$ cat config.mk
export PLATFORM = sky130hd
export DESIGN_NAME = debug_bus_regbank_flat
export DESIGN_NICKNAME = d
export VERILOG_FILES = /design/src/rtl/debug_bus_regbank_if.sv /design/src/rtl/debug_bus_regbank.sv /design/src/flat_wrapper.sv
export SDC_FILE = /design/constraint.sdc
export NUM_CORES = 1
export LEC_CHECK = 0
export BUFFER_PORTS_ARGS = -buffer_cell sky130_fd_sc_hd__buf_4
export CAP_MARGIN = 20
export CELL_PAD_IN_SITES_DETAIL_PLACEMENT = 2
export CELL_PAD_IN_SITES_GLOBAL_PLACEMENT = 2
export CORE_MARGIN = 4
export CORE_UTILIZATION = 38
export DETAILED_ROUTE_END_ITERATION = 10
export PLACE_DENSITY = 0.93
export SKIP_LAST_GASP = 1
export SLEW_MARGIN = 0
export SYNTH_ARGS = -nofsm -noshare
export SYNTH_HDL_FRONTEND = slang
export SYNTH_SLANG_ARGS = --single-unit
$ cat constraint.sdc
create_clock -name clk -period 5.1 [get_ports clk]
set_input_delay 0.51 -clock clk [delete_from_list [all_inputs] [get_ports clk]]
set_output_delay 0.51 -clock clk [all_outputs]
set_load 0.1 [all_outputs]
$ cat src/rtl/debug_bus_regbank_if.sv
// Debug bus carrying single-byte reads and writes from the UART-driven master to its responders.
// Latency: none, this is wiring only; timing is set by master and responders.
// Backpressure: master holds a write until ready, a read until read_data_valid.
interface debug_bus_if;
    logic [15:0] addr;
    logic [7:0]  write_data;
    logic        write_enable;
    logic        read_enable;
    logic        ready;
    logic [7:0]  read_data;
    logic        read_data_valid;

    modport master (
        output addr, write_data, write_enable, read_enable,
        input  ready, read_data, read_data_valid
    );

    modport slave (
        input  addr, write_data, write_enable, read_enable,
        output ready, read_data, read_data_valid
    );
endinterface

$ cat src/rtl/debug_bus_regbank.sv
// Debug-bus responder holding a window of 8-bit static configuration registers.
// Latency: response one cycle after the request, plus WAIT_CYCLES; then one HOLD cycle.
// Backpressure: master holds its request until ready/read_data_valid; one transaction at a time.
//
// Ports:
//   clk, rst_n      - clock, asynchronous active-low reset
//   dbus            - debug bus responder side (addr/write_data/enables in; ready/read_data/read_data_valid out)
//   o_regs          - all register contents, register i at bits [8i+7:8i]
//   o_write_strobe  - one-cycle pulse in the cycle a write is committed
//   o_write_index   - index of the most recently committed write
module debug_bus_regbank #(
    parameter logic [15:0] BASE_ADDR   = 16'h0000,
    parameter int          NUM_REGS    = 16,
    parameter int          WAIT_CYCLES = 2,
    parameter logic [7:0]  RESET_VALUE = 8'h00
) (
    input  logic                        clk,
    input  logic                        rst_n,
    debug_bus_if.slave                  dbus,
    output logic [NUM_REGS*8-1:0]       o_regs,
    output logic                        o_write_strobe,
    output logic [$clog2(NUM_REGS)-1:0] o_write_index
);

    localparam int IDX_W = $clog2(NUM_REGS);
    // Counter value on the last WAIT cycle; unused when WAIT_CYCLES is 0.
    localparam logic [3:0] WAIT_LAST = 4'(WAIT_CYCLES - 1);

    typedef enum logic [1:0] {
        ST_IDLE,
        ST_WAIT,
        ST_RESP,
        ST_HOLD
    } state_t;

    state_t                     state_q, state_d;
    logic [3:0]                 cnt_q, cnt_d;
    logic                       op_wr_q, op_wr_d;
    logic [IDX_W-1:0]           idx_q, idx_d;
    logic [7:0]                 wdat_q, wdat_d;
    logic [NUM_REGS-1:0][7:0]   regs_q;
    logic                       ready_q, rdv_q, strobe_q;
    logic [7:0]                 rdata_q;
    logic [IDX_W-1:0]           widx_q;

    // Operation committed on this edge: comes straight from the bus when
    // there are no wait states, otherwise from the latched copy.
    logic                       resp_go;
    logic                       c_wr;
    logic [IDX_W-1:0]           c_idx;
    logic [7:0]                 c_dat;

    logic                       in_win;
    assign in_win = (dbus.addr[15:IDX_W] == BASE_ADDR[15:IDX_W]);

    always_comb begin
        state_d = state_q;
        cnt_d   = cnt_q;
        op_wr_d = op_wr_q;
        idx_d   = idx_q;
        wdat_d  = wdat_q;
        resp_go = 1'b0;
        c_wr    = op_wr_q;
        c_idx   = idx_q;
        c_dat   = wdat_q;
        case (state_q)
            ST_IDLE: begin
                if (in_win && (dbus.write_enable || dbus.read_enable)) begin
                    // Write wins when both enables are high.
                    op_wr_d = dbus.write_enable;
                    idx_d   = dbus.addr[IDX_W-1:0];
                    wdat_d  = dbus.write_data;
                    c_wr    = dbus.write_enable;
                    c_idx   = dbus.addr[IDX_W-1:0];
                    c_dat   = dbus.write_data;
                    if (WAIT_CYCLES == 0) begin
                        state_d = ST_RESP;
                        resp_go = 1'b1;
                    end else begin
                        state_d = ST_WAIT;
                    end
                end
            end
            ST_WAIT: begin
                // Master gave up: abandon silently, nothing committed.
                if (op_wr_q ? !dbus.write_enable : !dbus.read_enable) begin
                    state_d = ST_IDLE;
                    cnt_d   = 4'd0;
                end else if (cnt_q == WAIT_LAST) begin
                    state_d = ST_RESP;
                    cnt_d   = 4'd0;
                    resp_go = 1'b1;
                end else begin
                    cnt_d = cnt_q + 4'd1;
                end
            end
            ST_RESP: state_d = ST_HOLD;
            // One dead cycle so a request not yet dropped is not re-accepted.
            ST_HOLD: state_d = ST_IDLE;
            default: state_d = ST_IDLE;
        endcase
    end

    always_ff @(posedge clk or negedge rst_n) begin
        if (!rst_n) begin
            state_q  <= ST_IDLE;
            cnt_q    <= 4'd0;
            op_wr_q  <= 1'b0;
            idx_q    <= '0;
            wdat_q   <= 8'h00;
            regs_q   <= {NUM_REGS{RESET_VALUE}};
            ready_q  <= 1'b0;
            rdv_q    <= 1'b0;
            rdata_q  <= 8'h00;
            strobe_q <= 1'b0;
            widx_q   <= '0;
        end else begin
            state_q  <= state_d;
            cnt_q    <= cnt_d;
            op_wr_q  <= op_wr_d;
            idx_q    <= idx_d;
            wdat_q   <= wdat_d;
            ready_q  <= resp_go && c_wr;
            strobe_q <= resp_go && c_wr;
            rdv_q    <= resp_go && !c_wr;
            rdata_q  <= (resp_go && !c_wr) ? regs_q[c_idx] : 8'h00;
            if (resp_go && c_wr) begin
                regs_q[c_idx] <= c_dat;
                widx_q        <= c_idx;
            end
        end
    end

    assign dbus.ready           = ready_q;
    assign dbus.read_data_valid = rdv_q;
    assign dbus.read_data       = rdata_q;
    assign o_regs               = regs_q;
    assign o_write_strobe       = strobe_q;
    assign o_write_index        = widx_q;

endmodule
$ cat src/flat_wrapper.sv
// flat-port wrapper written by rule: the top's interface ports become plain ports
module debug_bus_regbank_flat 
#(
    parameter logic [15:0] BASE_ADDR   = 16'h0000,
    parameter int          NUM_REGS    = 16,
    parameter int          WAIT_CYCLES = 2,
    parameter logic [7:0]  RESET_VALUE = 8'h00
)
  (clk, rst_n, o_regs, o_write_strobe, o_write_index, dbus_addr, dbus_write_data, dbus_write_enable, dbus_read_enable, dbus_ready, dbus_read_data, dbus_read_data_valid);
  debug_bus_if dbus_i ();
  input  logic clk;
  input  logic rst_n;
  output logic [NUM_REGS*8-1:0] o_regs;
  output logic o_write_strobe;
  output logic [$clog2(NUM_REGS)-1:0] o_write_index;
  input wire logic [$bits(dbus_i.addr)-1:0] dbus_addr;
  input wire logic [$bits(dbus_i.write_data)-1:0] dbus_write_data;
  input wire logic [$bits(dbus_i.write_enable)-1:0] dbus_write_enable;
  input wire logic [$bits(dbus_i.read_enable)-1:0] dbus_read_enable;
  output wire logic [$bits(dbus_i.ready)-1:0] dbus_ready;
  output wire logic [$bits(dbus_i.read_data)-1:0] dbus_read_data;
  output wire logic [$bits(dbus_i.read_data_valid)-1:0] dbus_read_data_valid;
  assign dbus_i.addr = dbus_addr;
  assign dbus_i.write_data = dbus_write_data;
  assign dbus_i.write_enable = dbus_write_enable;
  assign dbus_i.read_enable = dbus_read_enable;
  assign dbus_ready = dbus_i.ready;
  assign dbus_read_data = dbus_i.read_data;
  assign dbus_read_data_valid = dbus_i.read_data_valid;
  debug_bus_regbank #(.BASE_ADDR(BASE_ADDR), .NUM_REGS(NUM_REGS), .WAIT_CYCLES(WAIT_CYCLES), .RESET_VALUE(RESET_VALUE)) u_core (.clk(clk), .rst_n(rst_n), .dbus(dbus_i), .o_regs(o_regs), .o_write_strobe(o_write_strobe), .o_write_index(o_write_index));
endmodule
# ---- Word-level counts from Yosys, hierarchy flattened
# Cells that the tools add are included.
dict set report op_classes {
  add_sub_neg 1
  magnitude_cmp 2
  eq_ne 6
  n_mux 22
  n_reduce_logical 11
}
# cell n
set ops {}
lappend ops {{bitwise mux 128 bit} 1}
lappend ops {{two-way mux 8 bit} 5}
lappend ops {{binary-select mux 8 bit (select 4 bit)} 1}
lappend ops {{demux 8 bit (select 4 bit)} 1}
lappend ops {{two-way mux 4 bit} 4}
lappend ops {{zero test 12 bit} 1}
lappend ops {{case mux 2 bit (4 select lines)} 1}
lappend ops {{two-way mux 1 bit} 6}
lappend ops {{two-way mux 2 bit} 3}
lappend ops {{less-than comparator 4 x 5 -> 1 bit, second input constant} 1}
lappend ops {{adder 4 x 1 -> 4 bit, second input constant} 1}
lappend ops {{== test 2 bit, second input constant} 2}
lappend ops {{== test 4 x 1 -> 1 bit, second input constant} 1}
lappend ops {{greater-or-equal comparator 4 x 1 -> 1 bit, second input constant} 1}
lappend ops {{logical AND 1 bit} 4}
lappend ops {{zero test 1 bit} 3}
lappend ops {{!= test 3 x 1 -> 1 bit, second input constant} 1}
lappend ops {{== test 2 x 1 -> 1 bit, second input constant} 1}
lappend ops {{zero test 2 bit} 1}
lappend ops {{!= test 2 x 1 -> 1 bit, second input constant} 1}
lappend ops {{AND reduction 2 bit} 1}
lappend ops {{logical OR 1 bit} 1}
dict set report totals {
  reg_bits 161
  input_bits 28
  output_inout_bits 143
  word_cells 67
}

# ---- Logic depth before layout (Yosys ltp)
dict set report logic_depth {
  depth_word 9
  mapped_depth 11
  mapped_depth_nobuf 8
}

# ---- Worst setup path after synthesis
# No wires, ideal clock.
dict set report synth_timing {
  kind {input to register}
  startpoint {input port dbus_addr[8]}
  endpoint {register u_core.rdata_q[6], in the netlist u_core.dbus.read_data[6]}
  setup_ns 0.088
  arrival_ns 3.046
  path_slack_ns 1.966
  stages 9
  path_cell_list {or4_1 or3_1 clkbuf_1 nor2_1 buf_2 mux2i_1 a211oi_1 a221o_1 nor3b_1}
}
dict set report synth_between {
  elab_chain_len 7
  word_cells_on_any_way 11
  cone_classes {7 x mux; 4 x reduce/logical}
}
# item line
set synth_rtl {}
lappend synth_rtl {{start, declared} flat_wrapper.sv:16} ;# input wire logic [$bits(dbus_i.addr)-1:0] dbus_addr;
lappend synth_rtl {{zero test 12 bit *} debug_bus_regbank.sv:54} ;# assign in_win = (dbus.addr[15:IDX_W] == BASE_ADDR[15:IDX_W]);
lappend synth_rtl {{logical AND 1 bit *} debug_bus_regbank.sv:68} ;# if (in_win && (dbus.write_enable || dbus.read_enable)) begin
lappend synth_rtl {{two-way mux 4 bit or two-way mux 1 bit (tied branches)} debug_bus_regbank.sv:68}
lappend synth_rtl {{two-way mux 4 bit or two-way mux 1 bit (tied branches)} debug_bus_regbank.sv:66} ;# case (state_q)
lappend synth_rtl {{binary-select mux 8 bit (select 4 bit) or zero test 1 bit (tied branches)} debug_bus_regbank.sv:126} ;# rdata_q <= (resp_go && !c_wr) ? regs_q[c_idx] : 8'h00;
lappend synth_rtl {{two-way mux 8 bit (implied by the code) or logical AND 1 bit (tied branches)} debug_bus_regbank.sv:126}
lappend synth_rtl {{two-way mux 8 bit *} debug_bus_regbank.sv:126}
lappend synth_rtl {{end signal, assigned} debug_bus_regbank.sv:126}
lappend synth_rtl {{end, declared} debug_bus_regbank.sv:43} ;# logic [7:0] rdata_q;
# Every way passes the cells marked *; elsewhere a longest branch is shown, timed or not. The select of a mux whose other input is x is not followed.
# A chain may end at the register's enable or synchronous reset.

==> reports/qor.txt <==
worst path required time - 5460 ps
Max stage delay cell, worst path - or3_1
# Post-CTS Setup Buffers - 0
minimum clock period - 3980 ps
Most used DFF post-synth - dfrtp_1
Final Hold Fails - 0
drc violations - 0
Period Utilization, post-route - 77.9%
TNS Setup - 0 ps
maximum clock rate - 0.252 GHz
first-pass GRT wire length - 52.2 mm
Nets - 878
first-pass iteration count of the detailed router - 6
maxcap violations - 0
syn avg cell area - 11.6 sq um
Total Power - 2830 uW
status - completed
CTS resizes - 0
CTS max path bufs - 2
P per Cell Area - 280 nW/um^2
most frequent cells in the layout - buf_4, dfrtp_1, mux2_2
Gate Count Post-Synth - 693
Vias - 7072
top cell type's share of synthesized area - 50.3%
critical path, cell by cell - or2_2 -> or3_1 -> nor2_1 -> buf_4 -> mux2i_1 -> nor2_1 -> a221o_1 -> nor3b_1
H-tree levels - 4
CP Class - register to register
Sink Count - 161
die area - 23500 sq um
Final Wtd Congestion - 0.826
post-synthesis sequential area ratio - 50.3%
core area - 20500 sq um
worst slew pin tran - 1040 ps
Buf/Inv on CP - 1
initial antenna violation count - 0
synth top area cells - dfrtp_1, mux2_2, a211oi_1, nand2_1, nand2b_1
vias per cell - 6.25
most common cell after layout, fill and taps aside - buf_4
worst rel slew slack - 30.7%
PortBufs - 170
Hold/Removal Path Class - input pin to async pin
Max IR drop VDD - 0.000244 V
Mapped Nets - 723
n_diodes - 0
async set or reset register ratio after synthesis - 100%
DP HPWL - 22.9 mm
grt ovf - 0
cell leakage power - 0.00509 uW
setup violators final - 0
gr usage total - 29.1%
vias in the first global route - 7757
Starting Density - 39.1%
Critical Path Max Stage Delay - 690 ps
CP delay by family, top - simple AND/OR/NAND/NOR gates
CTS buffer count - 17
Yosys Warn Count - 0
Clk pin slew, worst setup/hold paths - 80 ps
Clock Skew - 16.2 ps
Worst path most repeated cell - nor2_1
number of flops mapped to enable cells by yosys - 0
post-synth design cell area - 8020 sq um
layout cells sized above 1 - 41.9%
Root Driver - clkbuf_16
register bit total from synthesis - 161
die height - 153 um
Worst Setup End Kind - register
Hold-fix buffers, CTS - 0
RSZ-0062 raised after global routing - false
reg-to-reg endpoint - u_core.dbus.read_data[6]
post-synthesis cell type count - 59
Clock Latency Late Sink - 450 ps
wire per inst - 30.5 um
worst-path maximum fanout - 17
Die X - 153 um
Arr. time, crit path - 4330 ps
R2R depth - 8
row cnt - 52
Synth area leader - dfrtp_1
P&R area growth vs syn - 26.3%
flop2flop setup slack - 1120 ps
total wire length - 34.6 mm
first-iteration detailed-routing DRC count - 618
# IOs - 171
pin count of the biggest net entering global routing - 72
critical path startpoint category - register
post-route ant nets - 0
fin. max-slew vios - 0
TritonCTS clock tree - yes
kinds of logic (layout without fill, tap and decap cells):
kind of cell	Yosys count	in the layout	share of synthesized area [%]
adder cells (fa/ha/maj)	2	2	0.312
flip-flops	161	161	50.3
AND/OR/NAND/NOR	185	185	12.6
multiplexers	146	146	20.6
buffers and inverters	61	229	3.23
AO/OA/AOI/OAI	138	138	13.0
area by class of cell:
type,instances,area (sq um)
Sequential cell,161,4030
Multi-Input combinational cell,471,3730
Timing Repair Buffer,182,1370
Fill cell,1997,10400
Clock inverter,15,166
Tap cell,270,338
Inverter,15,58.8
Clock buffer,17,425
state kept, by name, indices dropped and copies added, names as in the netlist, named ones only:
signal and cells:
u_core.idx_q 4, u_core.wdat_q 8, u_core.state_q 1, u_core.dbus.read_data 8
u_core.dbus.read_data_valid 1, u_core.op_wr_q 1, u_core.dbus.ready 1, u_core.o_regs 128
u_core.o_write_index 4, u_core.cnt_q 4
Yosys cell counts, types with 3 or more instances:
cell / instances
a2111oi_0: 12
a211oi_1: 37
a21oi_1: 14
a221oi_1: 8
a22oi_1: 8
a311oi_1: 8
and2_1: 3
and3_1: 24
buf_1: 3
buf_2: 10
clkbuf_1: 30
dfrtp_1: 161
inv_1: 11
inv_2: 3
mux2_1: 8
mux2_2: 113
mux2_4: 8
mux2i_1: 17
nand2_1: 68
nand2_4: 4
nand2b_1: 34
nand3_1: 10
nand4_1: 8
nand4_2: 3
nor2_1: 14
nor3_1: 3
o2111ai_1: 4
o211a_1: 4
o21a_1: 6
o21ai_0: 13
o22ai_1: 8
per-layer routing:
metal,routed length [um],track usage (%),vias up
met4,1330,11.2,0
met3,2510,6.30,96
met2,16800,48.0,405
li1,-,-,2879
met1,13900,37.6,3692
met5,0,0,-
worst max-delay path by stage:
| stage | start | to | slack [ps] | cells past startpoint |
|---|---|---|---|---|
| 3_3_place_gp | dbus_addr[8] | u_core.dbus.read_data[6] | 1010 | 9 |
| 4_1_cts | register | u_core.dbus.read_data[6] | 1220 | 8 |
| 3_5_place_dp | dbus_addr[8] | u_core.dbus.read_data[6] | 880 | 9 |
| 5_1_grt | register | u_core.dbus.read_data[6] | 990 | 8 |
| 6_report | register | u_core.dbus.read_data[6] | 1120 | 8 |
| 2_1_floorplan | dbus_addr[8] | u_core.dbus.read_data[6] | 1970 | 9 |
power breakdown:
group | switching [uW] | internal (uW)
logic | 123 | 49.4
clock network | 642 | 699
registers | 24.7 | 1290
worst register-to-register path: stages, from the launching register on:
cell     delay [ps]
dfrtp_1         460
or2_2           410
or3_1           690
nor2_1          610
buf_4           300
mux2i_1         580
nor2_1          260
a221o_1         360
nor3b_1         210
through the flow:
| stage | hold WS (ps) | utilization, % | setup WS [ps] | cell area, sq um | cells |
|---|---|---|---|---|---|
| after global routing | 155 | 49.4 | 986 | 10100 | 1131 |
| final | 107 | 49.4 | 1120 | 10100 | 1131 |
| after CTS | 116 | 49.4 | 1220 | 10100 | 1131 |
| after detailed placement | 473 | 46.5 | 883 | 9530 | 1099 |
| after floorplan | 214 | - | 1970 | 8020 | 693 |
| after global placement | 466 | 46.5 | 1010 | 9530 | 1099 |
Power figures use the tool's default switching activity.
